## config.mk

```make
export PLATFORM = sky130hd
export DESIGN_NAME = imuldiv_int_div_iterative
export DESIGN_NICKNAME = d
export VERILOG_FILES = /design/src/rtl/imuldiv_int_div_iterative.sv
export SDC_FILE = /design/constraint.sdc
export NUM_CORES = 1
export LEC_CHECK = 0
export CAP_MARGIN = 20
export CORE_MARGIN = 2
export CORE_UTILIZATION = 45
export CTS_CLUSTER_SIZE = 14
export DETAILED_ROUTE_END_ITERATION = 7
export PLACE_DENSITY = 0.64
export SYNTH_ARGS = -nofsm -noshare
export SYNTH_HDL_FRONTEND = slang
export SYNTH_SLANG_ARGS = --single-unit
```

## constraint.sdc

```tcl
create_clock -name clk -period 7.7 [get_ports clk]
set_input_delay 1.54 -clock clk [delete_from_list [all_inputs] [get_ports clk]]
set_output_delay 1.54 -clock clk [all_outputs]
set_load 0.005 [all_outputs]
```

## src/rtl/imuldiv_int_div_iterative.sv

```systemverilog
// Iterative restoring divider: one quotient bit per cycle, {rem, quot} response.
// Define IMULDIV_DIV_ZERO_FASTPATH_EN to send divide-by-zero straight from IDLE to DONE.
module imuldiv_int_div_iterative #(
  parameter int NBITS = 32
) (
  input  logic               clk,
  input  logic               reset,
  input  logic               divreq_msg_fn,
  input  logic [NBITS-1:0]   divreq_msg_a,
  input  logic [NBITS-1:0]   divreq_msg_b,
  input  logic               divreq_val,
  output logic               divreq_rdy,
  output logic [2*NBITS-1:0] divresp_msg_result,
  output logic               divresp_val,
  input  logic               divresp_rdy
);

  localparam logic [1:0] IDLE = 2'd0;
  localparam logic [1:0] CALC = 2'd1;
  localparam logic [1:0] DONE = 2'd2;
  localparam int CW = $clog2(NBITS);

  logic [1:0]       state_q, state_d;
  logic [CW-1:0]    counter_q, counter_d;
  logic [NBITS-1:0] rem_q, rem_d;
  logic [NBITS-1:0] quot_q, quot_d;
  logic [NBITS-1:0] b_q, b_d;
  logic [NBITS-1:0] raw_a_q, raw_a_d;
  logic             quot_sign_q, quot_sign_d;
  logic             rem_sign_q, rem_sign_d;
  logic             div0_q, div0_d;

  logic [NBITS-1:0] abs_a, abs_b;
  logic [NBITS:0]   rem_shift, diff;
  logic [NBITS-1:0] quot_out, rem_out;

  // quot_q starts out holding |a| and its MSB feeds the partial remainder each step
  always_comb begin
    abs_a     = (divreq_msg_fn && divreq_msg_a[NBITS-1]) ? -divreq_msg_a : divreq_msg_a;
    abs_b     = (divreq_msg_fn && divreq_msg_b[NBITS-1]) ? -divreq_msg_b : divreq_msg_b;
    rem_shift = {rem_q, quot_q[NBITS-1]};
    diff      = rem_shift - {1'b0, b_q};

    state_d     = state_q;
    counter_d   = counter_q;
    rem_d       = rem_q;
    quot_d      = quot_q;
    b_d         = b_q;
    raw_a_d     = raw_a_q;
    quot_sign_d = quot_sign_q;
    rem_sign_d  = rem_sign_q;
    div0_d      = div0_q;

    case (state_q)
      IDLE: begin
        if (divreq_val) begin
          rem_d       = '0;
          quot_d      = abs_a;
          b_d         = abs_b;
          raw_a_d     = divreq_msg_a;
          quot_sign_d = divreq_msg_fn & (divreq_msg_a[NBITS-1] ^ divreq_msg_b[NBITS-1]);
          rem_sign_d  = divreq_msg_fn & divreq_msg_a[NBITS-1];
          div0_d      = (divreq_msg_b == '0);
          counter_d   = '0;
`ifdef IMULDIV_DIV_ZERO_FASTPATH_EN
          state_d     = (divreq_msg_b == '0) ? DONE : CALC;
`else
          state_d     = CALC;
`endif
        end
      end
      CALC: begin
        counter_d = counter_q + CW'(1);
        if (!diff[NBITS]) begin
          rem_d  = diff[NBITS-1:0];
          quot_d = {quot_q[NBITS-2:0], 1'b1};
        end else begin
          rem_d  = rem_shift[NBITS-1:0];
          quot_d = {quot_q[NBITS-2:0], 1'b0};
        end
        if (counter_q == CW'(NBITS-1)) begin
          state_d = DONE;
        end
      end
      DONE: begin
        if (divresp_rdy) begin
          state_d = IDLE;
        end
      end
      default: state_d = IDLE;
    endcase
  end

  always_ff @(posedge clk) begin
    if (reset) begin
      state_q     <= IDLE;
      counter_q   <= '0;
      rem_q       <= '0;
      quot_q      <= '0;
      b_q         <= '0;
      raw_a_q     <= '0;
      quot_sign_q <= 1'b0;
      rem_sign_q  <= 1'b0;
      div0_q      <= 1'b0;
    end else begin
      state_q     <= state_d;
      counter_q   <= counter_d;
      rem_q       <= rem_d;
      quot_q      <= quot_d;
      b_q         <= b_d;
      raw_a_q     <= raw_a_d;
      quot_sign_q <= quot_sign_d;
      rem_sign_q  <= rem_sign_d;
      div0_q      <= div0_d;
    end
  end

  // Result is derived only from registers that are frozen in DONE, so it holds steady
  always_comb begin
    quot_out = quot_sign_q ? -quot_q : quot_q;
    rem_out  = rem_sign_q ? -rem_q : rem_q;
    if (div0_q) begin
      quot_out = '1;
      rem_out  = raw_a_q;
    end
    divreq_rdy         = (state_q == IDLE);
    divresp_val        = (state_q == DONE);
    divresp_msg_result = divresp_val ? {rem_out, quot_out} : '0;
  end

endmodule

```

==> results of run 1 <==
per-layer routing:
layer,share of wire [%],GRT usage (%),wire length (um),vias to the layer above
met5,0,0,0,-
met4,2.7,8.69,845,0
met3,5.4,4.19,1700,41
met2,44,41.0,14000,325
met1,48,36.8,15200,4843
li1,-,-,-,5304
synthesized netlist by cell type, types with 18 or more instances:
master	instances
dfxtp_1	138
a22oi_1	28
a211oi_1	38
nand2_1	189
clkbuf_1	81
nor3_1	19
nand3_1	58
ha_1	38
o21ai_0	66
xor2_1	58
a21oi_1	164
xnor2_1	80
o31ai_1	23
mux2i_1	18
nor2_1	211
inv_1	53
cells by family after synthesis:
| kind of cell | Yosys count | share of synthesized area [%] |
|---|---|---|
| compound gates | 401 | 24.1 |
| simple gates | 584 | 25.4 |
| flops | 138 | 26.7 |
| xor+xnor | 139 | 11.8 |
| fa+ha+maj | 39 | 4.79 |
| buf+inv | 147 | 5.42 |
| mux | 18 | 1.74 |
registers in the layout, indices dropped and copies added (netlist names):
name         flops
b_q             32
quot_q          32
raw_a_q         32
rem_q           32
counter_q        5
state_q          2
div0_q           1
quot_sign_q      1
rem_sign_q       1
worst max-delay path: stages (launching register included):
cell	delay [ns]
dfxtp_1	0.37
or4_4	0.58
or4_4	0.43
or2_4	0.26
or4_4	0.44
or4_4	0.53
o31ai_2	0.26
xnor2_1	0.15
nor2_1	0.06
nor2_1	0.13
clkdlybuf4s50_1	0.52
per-stage QoR:
step | setup WS, ns | total power (W) | hold slack, ns | cell area, um^2
4_1_cts | 1.97 | 0.00274 | 0.455 | 12400
3_5_place_dp | 2.45 | 0.00190 | 0.446 | 11800
6_report | 2.00 | 0.00273 | 0.454 | 12400
5_1_grt | 1.88 | 0.00291 | 0.467 | 12400
2_1_floorplan | 3.14 | 0.00161 | 0.436 | 10300
3_3_place_gp | 2.53 | 0.00189 | 0.442 | 11800
path summary, 6_finish.rpt:
path,from,to,depth (start not counted)
worst max-delay path,quot_q[14],divresp_msg_result[31],10
worst min-delay path,raw_a_q[13],raw_a_q[13],2
worst max register to register,rem_q[0],rem_q[5],12
worst min register to register,raw_a_q[13],raw_a_q[13],2
cell type report:
cell class                 count  area share [%]
clock buffer                  17            3.44
timing repair buffer         146            11.6
tap                          285            2.88
multi-input combinational   1181            56.9
inverter                      53            1.61
clock inverter                15            1.31
sequential                   138            22.3
report_power, final:
part,leakage [nW],internal (W),switching (W)
combinational,3.17,0.000402,0.000627
sequential,1.13,0.000776,0.0000906
clock,0.287,0.000484,0.000356
==> results.cfg, run 1 <==
[timing]
rsz0062_at_grt = no
finClkSkew_ns = 0.00927
max_slew_margin_pct = 28.0
fin_crit_sh_pct = 74.0
setup_viol = 0
max_freq_mhz = 175
tightest_slew_ns = 1.08
setup_tns_ns = 0
slew_viol_final = 0
finalCriticalPeriod_ns = 5.70
finalHoldViolCount = 0

[floorplanning]
die_area_um2 = 24200
dieHeight_um = 156
placementRows = 55
fp.dieW_um = 156
core_um2 = 22600
io_pins = 135
initial_core_util_pct = 45.8

[synth]
synth_top_area_cell = dfxtp_1
synth_enable_flop_cells = 0
ys_warn_count = 0
synth-seq-cells = 138
syn_nets = 1574
netlist-cell-type-count = 58
synth_cells = 1466
synthesis.area_um2 = 10300
synth.avg_cell_area_um2 = 7.05
yosysTopAreaCellShare_pct = 26.7
synth-main-ff-cell = dfxtp_1
async_flop_share_pct = 0
synth_seq_area_share_pct = 26.7
synth.area.top_cells = dfxtp_1 27%, a21oi_1 7.9%, nor2_1 7.7%

[worst_setup_path]
endpoint_kind = output port
crit_type = reg -> out
worstPathRequired_ns = 6.16
reg2reg_slack_ns = 3.55
crit_fanout = 7
crit_arrival_ns = 4.16
start_kind = flip-flop

[cells_and_area]
final_common_cell = nor2_1
nFillCells = 2269
insertedDiodeCount = 0
nNetsFinal = 1645
syn2layout_area_growth_pct = 19.7
seq_area_um2 = 2760
final_cell_mix = 209 x nor2_1, 188 x nand2_1, 164 x a21oi_1, 137 x dfxtp_1, 133 x clkdlybuf4s50_1
drive_above_1_share_pct = 4.13
fin_util_pct = 54.8
fin_cells = 1835
multiInputGateArea_um2 = 7040

[hold_path]
min_path_type = reg -> reg

[detailed_routing]
vias_per_cell = 5.73
initialDrtViolationCount = 844
first_pass_iters = 5
num_vias = 10500
antenna_left = 0
drt-total-wl_um = 31700
drc = 0
post_drt_wl_per_cell_um = 17.3

[placement]
place_hpwl_um = 23500
dp.cells = 1803
place_congestion = 0.877
portBuffers = 134

[clock_tree]
clock-root-buffer = clkbuf_16
cts.sinks = 138
post-cts-setup-buffers = 0
clk_pin_slew_worst_paths_ns = 0.07
cts_resized = 0
cts_buffers = 17
cts_buffer_depth = 2
cts.htree.levels = 4
cts_tree = done
clk_latency_ns = 0.43
ctsHoldBuffers = 0

[grt]
grt_start_max_net_pins = 66
grt_antenna_before_repair = 0
grt_pass1_vias = 9716
grt_pass1_wl_um = 51300
grt_usage_pct = 26.2
grt_overflow = 0

[power]
vdd_drop_max_uv = 113
cellLeakagePower_nw = 4.59
powerDensity_nw_per_um2 = 221

[outcome]
outcome = completed

[job]
cap_violations = 0
Note: power is estimated with default switching activity, not from simulation.
==> inputs of run 2 (changes only) <==
==> constraint.sdc (replaced) <==
create_clock -name clk -period 5.7 [get_ports clk]
set_input_delay 1.14 -clock clk [delete_from_list [all_inputs] [get_ports clk]]
set_output_delay 1.14 -clock clk [all_outputs]
set_load 0.005 [all_outputs]
==> results.cfg, run 2 (synthesis gave the netlist of run 1 again) <==
[outcome]
outcome = completed

[cells_and_area]
final_cell_area_um2 = 12400
fin_util_pct = 55.1
multiInputGateArea_um2 = 7040
final_cell_mix = 209 x nor2_1, 188 x nand2_1, 164 x a21oi_1, 137 x dfxtp_1, 133 x clkdlybuf4s50_1
nNetsFinal = 1646
insertedDiodeCount = 0
final_common_cell = nor2_1
seq_area_um2 = 2760
drive_above_1_share_pct = 4.06
syn2layout_area_growth_pct = 20.4
nFillCells = 2218

[floorplanning]
fp.dieW_um = 156
dieHeight_um = 156
io_pins = 135
die_area_um2 = 24200
initial_core_util_pct = 45.8
placementRows = 55
core_um2 = 22600

[timing]
max_freq_mhz = 190
max_slew_margin_pct = 29.4
fin_crit_sh_pct = 92.4
tightest_slew_ns = 1.06
rsz0062_at_grt = no
finalHoldViolCount = 0
setup_viol = 0
slew_viol_final = 0
finClkSkew_ns = 0.00557
setup_tns_ns = 0
finalCriticalPeriod_ns = 5.27

[placement]
dpl_cell_area_um2 = 11800
place_congestion = 0.894
portBuffers = 134
place_hpwl_um = 23700

[power]
p_int_w = 0.00237
clockPowerShare_pct = 31.9
vdd_drop_max_uv = 209
powerDensity_nw_per_um2 = 303
p_switching_w = 0.00140
p_sw_share_pct = 37.1
power_frac_seq_pct = 31.1
total_power_w = 0.00376
cellLeakagePower_nw = 4.62
power_frac_comb_pct = 37.0

[detailed_routing]
drt-total-wl_um = 31700
drc = 0
post_drt_wl_per_cell_um = 17.3
initialDrtViolationCount = 923
first_pass_iters = 5
vias_per_cell = 5.74
antenna_left = 0
num_vias = 10500

[hold_path]
min_from = raw_a_q[17]
min_path_type = reg -> reg

[worst_setup_path]
cp_slowest_cell = or4_4
r2r_start = rem_q[20]
path_cells = or4_4 -> or4_4 -> or2_4 -> or4_4 -> or4_4 -> o31ai_2 -> xnor2_1 -> nor2_1 -> nor2_1 -> clkdlybuf4s50_1
endpoint_kind = output port
crit_start = quot_q[14]
worstPathRequired_ns = 4.56
crit_fanout = 7
critPathMaxStageDelay_ns = 0.59
crit_top_cell = or4_4
start_kind = flip-flop
crit_arrival_ns = 4.13
crit_type = reg -> out

[clock_tree]
clock-root-buffer = clkbuf_16
clk_pin_slew_worst_paths_ns = 0.06
cts.sinks = 138
cts_buffer_depth = 2
ctsHoldBuffers = 0
cts_resized = 0
cts_tree = done
clk_latency_ns = 0.43
post-cts-setup-buffers = 0
cts_buffers = 17
cts.htree.levels = 4

[job]
cap_violations = 0

[grt]
grt_start_max_net_pins = 90
grt_usage_pct = 25.9
grt_pass1_vias = 9628
grt_overflow = 0
grt_antenna_before_repair = 0
grt_pass1_wl_um = 50400
## run 2: metrics by stage
stage               hold slack (ns)  setup slack [ns]  std cells
CTS                           0.455             0.418       1834
global placement              0.441             0.920       1802
global route                  0.473             0.262       1835
floorplan                     0.436              1.54       1466
finish                        0.455             0.435       1835
detailed placement            0.446             0.891       1803
## run 2: area by class of cell
type                       instances  area share (%)
inverter                          53            1.60
tap                              285            2.87
multi-input combinational       1181            56.6
clock inverter                    10            1.34
timing repair buffer             147            11.6
clock buffer                      21            3.78
sequential                       138            22.2
## run 2: critical path, delay by kind of cell, from the launching register on
kind / cells / cell delay, ns
XOR/XNOR: 1 / 0.14
AND/OR/NAND/NOR: 7 / 2.41
buffers and inverters: 1 / 0.51
AO/OA/AOI/OAI: 1 / 0.26
flip-flops: 1 / 0.37
## run 2: path summary, 6_finish.rpt
check / end / slack (ns) / cells after the start
max: divresp_msg_result[31] / 0.43 / 10
min: raw_a_q[17] / 0.45 / 2
max reg2reg: rem_q[26] / 1.71 / 11
min reg2reg: raw_a_q[17] / 0.45 / 2
## run 2: metal layers
metal / vias up / track usage [%] / wire (um)
met5: - / 0 / 0
met4: 0 / 8.69 / 757
met3: 42 / 4.00 / 1750
met2: 343 / 41.3 / 14100
met1: 4851 / 35.9 / 15100
li1: 5305 / - / -
## run 2: power groups by stage
| stage | Sequential, W | Combinational, W | Clock, W |
|---|---|---|---|
| 3_3_place_gp | 0.00118 | 0.00138 | 0 |
| 5_1_grt | 0.00118 | 0.00155 | 0.00126 |
| 3_5_place_dp | 0.00119 | 0.00138 | 0 |
| 6_report | 0.00117 | 0.00139 | 0.00120 |
| 4_1_cts | 0.00117 | 0.00139 | 0.00122 |
| 2_1_floorplan | 0.00114 | 0.00104 | 0 |
==> inputs of run 3 (changes only) <==
--- a/config.mk
+++ b/config.mk
@@ -6,11 +6,11 @@
 export NUM_CORES = 1
 export LEC_CHECK = 0
 export CAP_MARGIN = 20
-export CORE_MARGIN = 2
 export CORE_UTILIZATION = 45
 export CTS_CLUSTER_SIZE = 14
 export DETAILED_ROUTE_END_ITERATION = 7
 export PLACE_DENSITY = 0.64
+export SETUP_SLACK_MARGIN = 0.15
 export SYNTH_ARGS = -nofsm -noshare
 export SYNTH_HDL_FRONTEND = slang
 export SYNTH_SLANG_ARGS = --single-unit
==> results.cfg, run 3 (synthesis gave the netlist of run 1 again) <==
[outcome]
outcome = completed

[clock_tree]
ctsHoldBuffers = 0
cts_tree = done
clock-root-buffer = clkbuf_16
post-cts-setup-buffers = 0
clk_latency_ns = 0.44
cts.htree.levels = 4
cts.sinks = 138
clk_pin_slew_worst_paths_ns = 0.07
cts_buffer_depth = 2
cts_resized = 0
cts_buffers = 17

[worst_setup_path]
crit_arrival_ns = 4.14
rr_worst_depth = 13
crit_fanout = 7
endpoint_kind = output port
start_kind = flip-flop
reg2reg_slack_ns = 1.42
crit_type = reg -> out
worstPathRequired_ns = 4.56

[detailed_routing]
drt-total-wl_um = 31600
first_pass_iters = 5
antenna_left = 0
num_vias = 10600
vias_per_cell = 5.78
drc = 0
post_drt_wl_per_cell_um = 17.2
initialDrtViolationCount = 888

[floorplanning]
dieHeight_um = 154
fp.dieW_um = 154
io_pins = 135
placementRows = 55
initial_core_util_pct = 45.8
die_area_um2 = 23600
core_um2 = 22600

[placement]
place_congestion = 0.912
place_hpwl_um = 23600
portBuffers = 134
dpl_cell_area_um2 = 11800

[cells_and_area]
multiInputGateArea_um2 = 7040
final_cell_area_um2 = 12400
final_cell_mix = 209 x nor2_1, 188 x nand2_1, 164 x a21oi_1, 137 x dfxtp_1, 133 x clkdlybuf4s50_1
syn2layout_area_growth_pct = 20.1
nFillCells = 2223
insertedDiodeCount = 0
final_common_cell = nor2_1
fin_util_pct = 55.0
seq_area_um2 = 2760
drive_above_1_share_pct = 4.19
nNetsFinal = 1646

[timing]
rsz0062_at_grt = no
fin_crit_sh_pct = 92.7
setup_tns_ns = 0
whs_ns = 0.456
tightest_slew_ns = 1.03
max_freq_mhz = 189
max_slew_margin_pct = 31.0
slew_viol_final = 0
finalCriticalPeriod_ns = 5.28
setup_viol = 0
finalHoldViolCount = 0
finClkSkew_ns = 0.00616

[power]
powerDensity_nw_per_um2 = 300
vdd_drop_max_uv = 131
cellLeakagePower_nw = 4.61

[grt]
grt_antenna_before_repair = 0
grt_usage_pct = 26.8
grt_pass1_wl_um = 50700
grt_start_max_net_pins = 77
grt_overflow = 0
grt_pass1_vias = 9502

[job]
cap_violations = 0

[hold_path]
min_path_type = reg -> reg
hold_depth = 2
==> run 3: critical path: stages (launching register included) <==
cell             delay (ns)
dfxtp_1                0.37
or4_4                  0.58
or4_4                  0.43
or2_4                  0.26
or4_4                  0.44
or4_4                  0.53
o31ai_2                0.27
xnor2_1                0.15
nor2_1                 0.05
nor2_1                 0.12
clkdlybuf4s50_1        0.51
==> run 3: report_power, final <==
group | leakage [nW] | switching (W) | internal (W)
registers | 1.13 | 0.000119 | 0.00105
logic | 3.18 | 0.000851 | 0.000547
clock network | 0.296 | 0.000495 | 0.000663
total | 4.61 | 0.00147 | 0.00226
==> run 3: final cells by class <==
class                           count  area share, %
Multi-Input combinational cell   1181           56.7
Sequential cell                   138           22.3
Timing Repair Buffer              147           11.7
Clock buffer                       17           3.43
Tap cell                          285           2.87
Inverter                           53           1.60
Clock inverter                     15           1.45
==> run 3: metrics by stage <==
stage | power (W) | setup WS (ns) | std cells
6_report | 0.00372 | 0.415 | 1836
5_1_grt | 0.00395 | 0.242 | 1836
4_1_cts | 0.00372 | 0.398 | 1835
2_1_floorplan | 0.00217 | 1.54 | 1466
3_5_place_dp | 0.00256 | 0.886 | 1803
3_3_place_gp | 0.00255 | 0.928 | 1802
==> run 3: final timing paths <==
check,end,from
setup / recovery,divresp_msg_result[31],quot_q[14]
hold / removal,raw_a_q[0],raw_a_q[0]
setup reg to reg,rem_q[23],quot_q[31]
hold reg to reg,raw_a_q[0],raw_a_q[0]
==> run 3: layer usage <==
metal	global-route usage, %	up-vias	routed length (um)
li1	-	5308	-
met1	37.9	4910	15000
met2	42.0	351	14100
met3	3.55	35	1850
met4	8.33	0	643
met5	0	-	0
